**src/rtl/seg_pkg.sv**
```systemverilog
// Shared constants and types for the 7-segment bus frame decoder:
// segment patterns (bit6=a .. bit0=g, active low) and digit select codes.
package seg_pkg;

    localparam logic [6:0] SEG_0 = 7'b0000001;
    localparam logic [6:0] SEG_1 = 7'b1001111;
    localparam logic [6:0] SEG_2 = 7'b0010010;
    localparam logic [6:0] SEG_3 = 7'b0000110;
    localparam logic [6:0] SEG_4 = 7'b1001100;
    localparam logic [6:0] SEG_5 = 7'b0100100;
    localparam logic [6:0] SEG_6 = 7'b0100000;
    localparam logic [6:0] SEG_7 = 7'b0001111;
    localparam logic [6:0] SEG_8 = 7'b0000000;
    localparam logic [6:0] SEG_9 = 7'b0000100;

    localparam logic [3:0] SEL_D0   = 4'b0111;
    localparam logic [3:0] SEL_D1   = 4'b1011;
    localparam logic [3:0] SEL_D2   = 4'b1101;
    localparam logic [3:0] SEL_D3   = 4'b1110;
    localparam logic [3:0] SEL_NONE = 4'b1111;

    localparam logic [3:0] DIGIT_BAD = 4'hF;

    typedef enum logic [2:0] {
        ST_BLANK,
        ST_SYNC,
        ST_COLLECT1,
        ST_COLLECT2,
        ST_COLLECT3
    } state_e;

    typedef struct packed {
        logic       one_hot;
        logic [1:0] index;
    } sel_info_t;

    // Maps an active-low select to its digit position; one_hot=0 for none or multi-zero.
    function automatic sel_info_t sel_decode(input logic [3:0] sel);
        sel_info_t info;
        info = '{one_hot: 1'b0, index: 2'd0};
        case (sel)
            SEL_D0:  info = '{one_hot: 1'b1, index: 2'd0};
            SEL_D1:  info = '{one_hot: 1'b1, index: 2'd1};
            SEL_D2:  info = '{one_hot: 1'b1, index: 2'd2};
            SEL_D3:  info = '{one_hot: 1'b1, index: 2'd3};
            default: info = '{one_hot: 1'b0, index: 2'd0};
        endcase
        return info;
    endfunction

endpackage

```
**src/rtl/seg_frame_decoder_if.sv**
```systemverilog
// Display bus seen by the decoder: sampled segment/select pins in, reconstructed frame out.
interface seg_frame_decoder_if;
    logic [6:0] seg_c;
    logic [3:0] seg_a;
    logic [3:0] digit0;
    logic [3:0] digit1;
    logic [3:0] digit2;
    logic [3:0] digit3;
    logic [6:0] tt_value;
    logic [6:0] tm_value;
    logic       frame_valid;
    logic       blank;
    logic       sync_lost;
    logic       seg_err;
    logic       sel_err;

    modport master (
        output seg_c, seg_a,
        input  digit0, digit1, digit2, digit3, tt_value, tm_value,
        input  frame_valid, blank, sync_lost, seg_err, sel_err
    );

    modport slave (
        input  seg_c, seg_a,
        output digit0, digit1, digit2, digit3, tt_value, tm_value,
        output frame_valid, blank, sync_lost, seg_err, sel_err
    );
endinterface

```
**src/rtl/seg_pattern_decode.sv**
```systemverilog
// Combinational 7-segment pattern to BCD digit; unknown patterns give DIGIT_BAD.
module seg_pattern_decode
    import seg_pkg::*;
(
    input  logic [6:0] pattern_i,
    output logic       valid_o,
    output logic [3:0] digit_o
);

    always_comb begin
        valid_o = 1'b1;
        digit_o = DIGIT_BAD;
        case (pattern_i)
            SEG_0:   digit_o = 4'd0;
            SEG_1:   digit_o = 4'd1;
            SEG_2:   digit_o = 4'd2;
            SEG_3:   digit_o = 4'd3;
            SEG_4:   digit_o = 4'd4;
            SEG_5:   digit_o = 4'd5;
            SEG_6:   digit_o = 4'd6;
            SEG_7:   digit_o = 4'd7;
            SEG_8:   digit_o = 4'd8;
            SEG_9:   digit_o = 4'd9;
            default: begin
                valid_o = 1'b0;
                digit_o = DIGIT_BAD;
            end
        endcase
    end

endmodule

```
**src/rtl/seg_frame_decoder.sv**
```systemverilog
// Receive-side monitor for the multiplexed 7-segment bus: debounces each digit dwell,
// tracks scan order and commits complete 4-digit frames with their two 2-digit values.
module seg_frame_decoder
    import seg_pkg::*;
#(
    parameter int STABLE_CYCLES = 16,
    parameter int BLANK_CYCLES  = 100000
) (
    input  logic                clk,
    input  logic                rst,
    seg_frame_decoder_if.slave  bus
);

    localparam int CNT_W = $clog2(STABLE_CYCLES + 1);
    localparam int BLK_W = $clog2(BLANK_CYCLES + 1);

    logic [6:0]       seg_q;
    logic [3:0]       sel_q;
    logic [CNT_W-1:0] cnt_q, cnt_d;
    logic [BLK_W-1:0] bcnt_q, bcnt_d;

    logic             dec_valid;
    logic [3:0]       dec_digit;
    sel_info_t        sel_info;
    logic             stable_hit;
    logic             accept;
    logic             sel_bad;
    logic             timeout;

    state_e           state_q;
    logic [3:0]       part_q  [3];
    logic [3:0]       digit_q [4];
    logic [6:0]       tt_q;
    logic [6:0]       tm_q;
    logic             frame_valid_q;
    logic             blank_q;
    logic             sync_lost_q;
    logic             seg_err_q;
    logic             sel_err_q;

    function automatic logic [6:0] pair_value(input logic [3:0] tens, input logic [3:0] units);
        if (tens == DIGIT_BAD || units == DIGIT_BAD) begin
            return 7'h7F;
        end
        return 7'(tens) * 7'd10 + 7'(units);
    endfunction

    // Stage 0: pin sample register and dwell counters
    always_comb begin
        cnt_d = cnt_q;
        if ({bus.seg_c, bus.seg_a} != {seg_q, sel_q}) begin
            cnt_d = '0;
        end else if (cnt_q != CNT_W'(STABLE_CYCLES)) begin
            cnt_d = cnt_q + CNT_W'(1);
        end
    end

    always_comb begin
        bcnt_d = '0;
        if (sel_q == SEL_NONE) begin
            bcnt_d = (bcnt_q == BLK_W'(BLANK_CYCLES)) ? bcnt_q : bcnt_q + BLK_W'(1);
        end
    end

    always_ff @(posedge clk) begin
        if (rst) begin
            seg_q  <= 7'h7F;
            sel_q  <= SEL_NONE;
            cnt_q  <= '0;
            bcnt_q <= '0;
        end else begin
            seg_q  <= bus.seg_c;
            sel_q  <= bus.seg_a;
            cnt_q  <= cnt_d;
            bcnt_q <= bcnt_d;
        end
    end

    seg_pattern_decode u_decode (
        .pattern_i (seg_q),
        .valid_o   (dec_valid),
        .digit_o   (dec_digit)
    );

    // The counter saturates past STABLE_CYCLES-1, so each dwell hits exactly once.
    assign sel_info   = sel_decode(sel_q);
    assign stable_hit = (cnt_q == CNT_W'(STABLE_CYCLES - 1));
    assign accept     = stable_hit && sel_info.one_hot;
    assign sel_bad    = stable_hit && !sel_info.one_hot && (sel_q != SEL_NONE);
    assign timeout    = (sel_q == SEL_NONE) && (bcnt_q == BLK_W'(BLANK_CYCLES - 1));

    // Stage 1: scan-order FSM and committed frame registers
    always_ff @(posedge clk) begin
        if (rst) begin
            state_q       <= ST_BLANK;
            part_q        <= '{default: 4'd0};
            digit_q       <= '{default: 4'd0};
            tt_q          <= '0;
            tm_q          <= '0;
            frame_valid_q <= 1'b0;
            blank_q       <= 1'b1;
            sync_lost_q   <= 1'b0;
            seg_err_q     <= 1'b0;
            sel_err_q     <= 1'b0;
        end else begin
            frame_valid_q <= 1'b0;
            sync_lost_q   <= 1'b0;
            if (timeout) begin
                state_q <= ST_BLANK;
                blank_q <= 1'b1;
            end else if (sel_bad) begin
                sel_err_q <= 1'b1;
                state_q   <= ST_SYNC;
                blank_q   <= 1'b0;
            end else if (accept) begin
                blank_q <= 1'b0;
                if (!dec_valid) begin
                    seg_err_q <= 1'b1;
                end
                if (sel_info.index == 2'd0) begin
                    // A digit0 always (re)starts a frame; mid-frame it means the scan slipped.
                    part_q[0] <= dec_digit;
                    state_q   <= ST_COLLECT1;
                    if (state_q != ST_BLANK && state_q != ST_SYNC) begin
                        sync_lost_q <= 1'b1;
                    end
                end else begin
                    case (state_q)
                        ST_COLLECT1: begin
                            if (sel_info.index == 2'd1) begin
                                part_q[1] <= dec_digit;
                                state_q   <= ST_COLLECT2;
                            end else begin
                                sync_lost_q <= 1'b1;
                                state_q     <= ST_SYNC;
                            end
                        end
                        ST_COLLECT2: begin
                            if (sel_info.index == 2'd2) begin
                                part_q[2] <= dec_digit;
                                state_q   <= ST_COLLECT3;
                            end else begin
                                sync_lost_q <= 1'b1;
                                state_q     <= ST_SYNC;
                            end
                        end
                        ST_COLLECT3: begin
                            if (sel_info.index == 2'd3) begin
                                digit_q[0]    <= part_q[0];
                                digit_q[1]    <= part_q[1];
                                digit_q[2]    <= part_q[2];
                                digit_q[3]    <= dec_digit;
                                tt_q          <= pair_value(part_q[0], part_q[1]);
                                tm_q          <= pair_value(part_q[2], dec_digit);
                                frame_valid_q <= 1'b1;
                            end else begin
                                sync_lost_q <= 1'b1;
                            end
                            state_q <= ST_SYNC;
                        end
                        default: state_q <= ST_SYNC;
                    endcase
                end
            end
        end
    end

    assign bus.digit0      = digit_q[0];
    assign bus.digit1      = digit_q[1];
    assign bus.digit2      = digit_q[2];
    assign bus.digit3      = digit_q[3];
    assign bus.tt_value    = tt_q;
    assign bus.tm_value    = tm_q;
    assign bus.frame_valid = frame_valid_q;
    assign bus.blank       = blank_q;
    assign bus.sync_lost   = sync_lost_q;
    assign bus.seg_err     = seg_err_q;
    assign bus.sel_err     = sel_err_q;

endmodule

```
**src/flat_wrapper.sv**
```systemverilog
// flat-port wrapper written by rule: the top's interface ports become plain ports
module seg_frame_decoder_flat import seg_pkg::*;
#(
    parameter int STABLE_CYCLES = 16,
    parameter int BLANK_CYCLES  = 100000
)
  (clk, rst, bus_seg_c, bus_seg_a, bus_digit0, bus_digit1, bus_digit2, bus_digit3, bus_tt_value, bus_tm_value, bus_frame_valid, bus_blank, bus_sync_lost, bus_seg_err, bus_sel_err);
  seg_frame_decoder_if bus_i ();
  input  logic clk;
  input  logic rst;
  input wire logic [$bits(bus_i.seg_c)-1:0] bus_seg_c;
  input wire logic [$bits(bus_i.seg_a)-1:0] bus_seg_a;
  output wire logic [$bits(bus_i.digit0)-1:0] bus_digit0;
  output wire logic [$bits(bus_i.digit1)-1:0] bus_digit1;
  output wire logic [$bits(bus_i.digit2)-1:0] bus_digit2;
  output wire logic [$bits(bus_i.digit3)-1:0] bus_digit3;
  output wire logic [$bits(bus_i.tt_value)-1:0] bus_tt_value;
  output wire logic [$bits(bus_i.tm_value)-1:0] bus_tm_value;
  output wire logic [$bits(bus_i.frame_valid)-1:0] bus_frame_valid;
  output wire logic [$bits(bus_i.blank)-1:0] bus_blank;
  output wire logic [$bits(bus_i.sync_lost)-1:0] bus_sync_lost;
  output wire logic [$bits(bus_i.seg_err)-1:0] bus_seg_err;
  output wire logic [$bits(bus_i.sel_err)-1:0] bus_sel_err;
  assign bus_i.seg_c = bus_seg_c;
  assign bus_i.seg_a = bus_seg_a;
  assign bus_digit0 = bus_i.digit0;
  assign bus_digit1 = bus_i.digit1;
  assign bus_digit2 = bus_i.digit2;
  assign bus_digit3 = bus_i.digit3;
  assign bus_tt_value = bus_i.tt_value;
  assign bus_tm_value = bus_i.tm_value;
  assign bus_frame_valid = bus_i.frame_valid;
  assign bus_blank = bus_i.blank;
  assign bus_sync_lost = bus_i.sync_lost;
  assign bus_seg_err = bus_i.seg_err;
  assign bus_sel_err = bus_i.sel_err;
  seg_frame_decoder #(.STABLE_CYCLES(STABLE_CYCLES), .BLANK_CYCLES(BLANK_CYCLES)) u_core (.clk(clk), .rst(rst), .bus(bus_i));
endmodule
```
**config.mk**
```make
export PLATFORM = sky130hd
export DESIGN_NAME = seg_frame_decoder_flat
export DESIGN_NICKNAME = d
export VERILOG_FILES = /design/src/rtl/seg_pkg.sv /design/src/rtl/seg_frame_decoder_if.sv /design/src/rtl/seg_pattern_decode.sv /design/src/rtl/seg_frame_decoder.sv /design/src/flat_wrapper.sv
export SDC_FILE = /design/constraint.sdc
export NUM_CORES = 1
export LEC_CHECK = 0
export ABC_AREA = 1
export CAP_MARGIN = 20
export CORE_ASPECT_RATIO = 1.75
export CORE_MARGIN = 5
export CORE_UTILIZATION = 53
export DETAILED_ROUTE_END_ITERATION = 6
export GPL_ROUTABILITY_DRIVEN = 1
export PLACE_DENSITY_LB_ADDON = 0.25
export RECOVER_POWER = 100
export SKIP_LAST_GASP = 1
export SLEW_MARGIN = 40
export SYNTH_ARGS = -nofsm -noshare
export SYNTH_HDL_FRONTEND = slang
export SYNTH_SLANG_ARGS = --single-unit
```
**constraint.sdc**
```tcl
create_clock -name clk -period 3.5 [get_ports clk]
set_clock_uncertainty 0.05 [all_clocks]
set_input_delay 0.35 -clock clk [delete_from_list [all_inputs] [get_ports clk]]
set_output_delay 0.35 -clock clk [all_outputs]
set_load 0.02 [all_outputs]
```
==> key figures <==
Run status
  • Status: finished, violations left
  • Violated checks: design-rule violations

Final layout
  • Antenna Cells: 0
  • Final nets: 677
  • Layout cell share with drive strength beyond 1: 0.06491
  • Filler cells: 752
  • Final std cell area, no fill: 5080 µm²
  • Area growth, synth to finish: 16.73%

Drt
  • Via/cell ratio: 5.290
  • Iter 0 DRT Violations: 262
  • Routed vias: 3899
  • DRT Wirelength: 9401 µm
  • DRT Pass-1 Iters: 6
  • Routed Antenna Nets: 0
  • Wire per inst: 12.76 µm
  • # DRC: 1

Synth
  • Post-synth cell types: 42
  • Avg Cell Area, Syn: 7.338 µm²
  • Cell Area, Synth: 4352 µm²
  • Sequential area share after synthesis: 0.3818
  • Synth Net Count: 627
  • Yosys warnings: 0
  • Synth area leaders: dfxtp_1 (38%), nand2_1 (9.5%), inv_1 (8.6%)
  • Syn Inst Count: 593
  • Top cell type's share of synthesized area: 0.3818
  • Register bit count reported by yosys: 83
  • Synth area leader: dfxtp_1

Clocking
  • TritonCTS Buffers: 9
  • Post-CTS Resized: 0
  • Cts hold-fix bufs: 0
  • Clock Path Buffers: 2
  • # H-tree levels: 3
  • CTS sink count: 83
  • Postcts setup bufs: 0
  • CTS tree: built
  • Clock transition at path regs: 0.06 ns
  • Later-pin clock latency in the skew report: 0.34 ns
  • Clock root buffer: clkbuf_16

Floorplanning
  • IO Count: 48
  • Core area: 7963 µm²
  • Die Ht: 129.9 µm
  • Num rows: 43
  • Die area: 10190 µm²
  • Starting Density: 0.5465
  • Floorplan die width: 78.50 µm

Place
  • Detailed placement HPWL: 7374 µm
  • Dpl ws: 0.7419 ns
  • GPL Wtd Cong: 0.8900
  • Buffers on Ports: 47
  • Placed Area: 4885 µm²

Global route
  • Met3 Use GR: 0.04213
  • Initial antenna violation count: 0
  • Gr ovfl total: 0
  • Total GRT Usage: 0.1974
  • Largest net degree at the start of global routing: 35
  • GRT busiest layer: met2
  • M1 GR Usage: 0.1899
  • Number of global-route vias before repair: 3766
  • First-pass GRT wire length: 15990 µm
  • Met2 usage: 0.3813

Power and ir drop
  • Worst IR Drop VDD: 0.2652 mV
  • Pleak: 2.356 nW
  • Power density over the cells: 374.7 nW/µm²

Worst setup path
  • R2r setup slk: 0.60 ns
  • Worst path depth: 9
  • Critical path required time: 3.71 ns
  • Worst Path Buf+Inv: 1
  • Slowest-stage cell, CP: nor2_2
  • Critical path, cell by cell: ha_1 -> nand2_1 -> nor2_1 -> ha_1 -> nand2_1 -> nor2_2 -> clkbuf_1 -> o21ai_0 -> a21oi_1
  • Worst setup path start: u_core.cnt_q[1]
  • WS Path Type: flop to flop
  • Critical path arrival: 3.12 ns
  • Worst setup endpoint: u_core.bus.tt_value[3]
  • Slowest Stage Delay on Critical Path: 0.83 ns
  • R2R depth: 9
  • Reg2Reg Capture Point: u_core.bus.tt_value[3]
  • Reg2Reg Launch Point: u_core.cnt_q[1]
  • Crit path capture type: flop
  • Startpoint Class: flop
  • Worst path top cell family by delay: simple AND/OR/NAND/NOR gates
  • Crit-path max FO: 26

STA
  • Final worst path period share: 0.8296
  • Worst-Margin Slew: 1.463 ns
  • Final WS setup: 0.5964 ns
  • Slew Limit Fails: 0
  • Relative slew slack: 0.02474
  • Final setup viols: 0
  • Fmax: 0.3444 GHz
  • Endpoints failing hold: 0
  • Post-route minimum period: 2.904 ns
  • Setup TNS: 0 ns
  • Unrepaired setup endpoints after global routing: no

Hold path
  • Hold Startpoint: u_core.bus.sel_err
  • Hold crit path type: flop to flop

Flow run
  • Max Cap Violations: 0
-- cell usage in the layout, fill, tap and decap left out, types with 2 or more instances in the layout --
cell type	n
o22ai_1	5
or2_2	9
clkbuf_1	7
nand4_1	17
xnor2_1	8
o21a_1	5
nand3_1	26
fa_1	4
clkbuf_16	9
nand2_1	112
a21oi_1	46
ha_1	17
a21oi_2	7
nand3_2	2
nand3_4	2
inv_1	102
xor2_1	5
o21ai_2	5
clkdlybuf4s50_1	11
nor2_1	59
nor3_1	12
o21ai_0	41
dfxtp_1	83
dlygate4sd3_1	36
nor2_2	2
-- flip-flops by register name, indices dropped and copies added, names as in the netlist --
| name | cells |
|---|---|
| u_core.state_q | 3 |
| u_core.bus.frame_valid | 1 |
| u_core.bus.seg_err | 1 |
| u_core.bus.tm_value | 7 |
| u_core.cnt_q | 5 |
| u_core.part_q | 12 |
| u_core.bus.sel_err | 1 |
| u_core.bus.digit0 | 4 |
| u_core.bus.blank | 1 |
| u_core.seg_q | 7 |
| u_core.bus.digit1 | 4 |
| u_core.bus.digit2 | 4 |
| u_core.bus.sync_lost | 1 |
| u_core.bcnt_q | 17 |
| u_core.bus.tt_value | 7 |
| u_core.bus.digit3 | 4 |
| u_core.sel_q | 4 |
-- kinds of logic after synthesis --
family | synth area share
simple gates | 0.2608
buf+inv | 0.1090
compound gates | 0.1550
flops | 0.3818
fa+ha+maj | 0.06728
xor+xnor | 0.02616
-- area by class of cell --
type                       instances  area (µm²)  share of cell area
clock inverter                     2       12.51            0.002463
sequential                        83        1662              0.3271
timing repair buffer              52       493.0             0.09704
multi-input combinational        394        2163              0.4259
tap                               90       112.6             0.02217
clock buffer                      13       250.2             0.04926
inverter                         103       386.6             0.07611
-- worst register-to-register path, stage by stage (launching register included) --
cell and delay (ns):
dfxtp_1 0.38, ha_1 0.18, nand2_1 0.07, nor2_1 0.12, ha_1 0.32, nand2_1 0.20
nor2_2 0.83, clkbuf_1 0.39, o21ai_0 0.13, a21oi_1 0.17
-- through the flow --
step / hold WS, ns / cells / utilization / total power, mW
floorplan: 0.4013 / 593 / - / 1.043
global placement: 0.3851 / 722 / 0.6135 / 1.073
detailed placement: 0.3998 / 722 / 0.6135 / 1.076
CTS: 0.4085 / 737 / 0.6464 / 1.930
global route: 0.4292 / 737 / 0.6380 / 1.979
finish: 0.3983 / 737 / 0.6380 / 1.903
-- how the worst min path moves through the flow --
stage                     slack [ns]  depth (start not counted)              endpoint
final                           0.40                          2    u_core.bus.sel_err
after global routing            0.43                          2    u_core.bus.sel_err
after global placement          0.39                          2  u_core.bus.digit1[0]
after floorplan                 0.40                          2     u_core.state_q[1]
after CTS                       0.41                          2    u_core.bus.sel_err
after detailed placement        0.40                          2    u_core.bus.sel_err
-- where the power goes --
group	switching, mW	internal (mW)
registers	0.00822	0.953
clock network	0.357	0.495
logic	0.0551	0.0348
-- routing by layer --
metal	wire, µm	share of wire
met1	3702	0.39
met2	5072	0.54
met3	314	0.033
met4	312	0.033
met5	0	0
-- cell usage after synthesis (all sizes together) --
master	number
nand2	112
inv	102
dfxtp	83
nor2	61
a21oi	53
o21ai	47
nand3	30
ha	17
nand4	17
nor3	13
or2	9
buf	8
xnor2	8
clkbuf	5
o21a	5
o22ai	5
xor2	5
fa	4
nand3b	2
a211oi	1
a21boi	1
a31oi	1
and3	1
clkinv	1
nor4	1
o2111ai	1
Power figures use the tool's default switching activity.
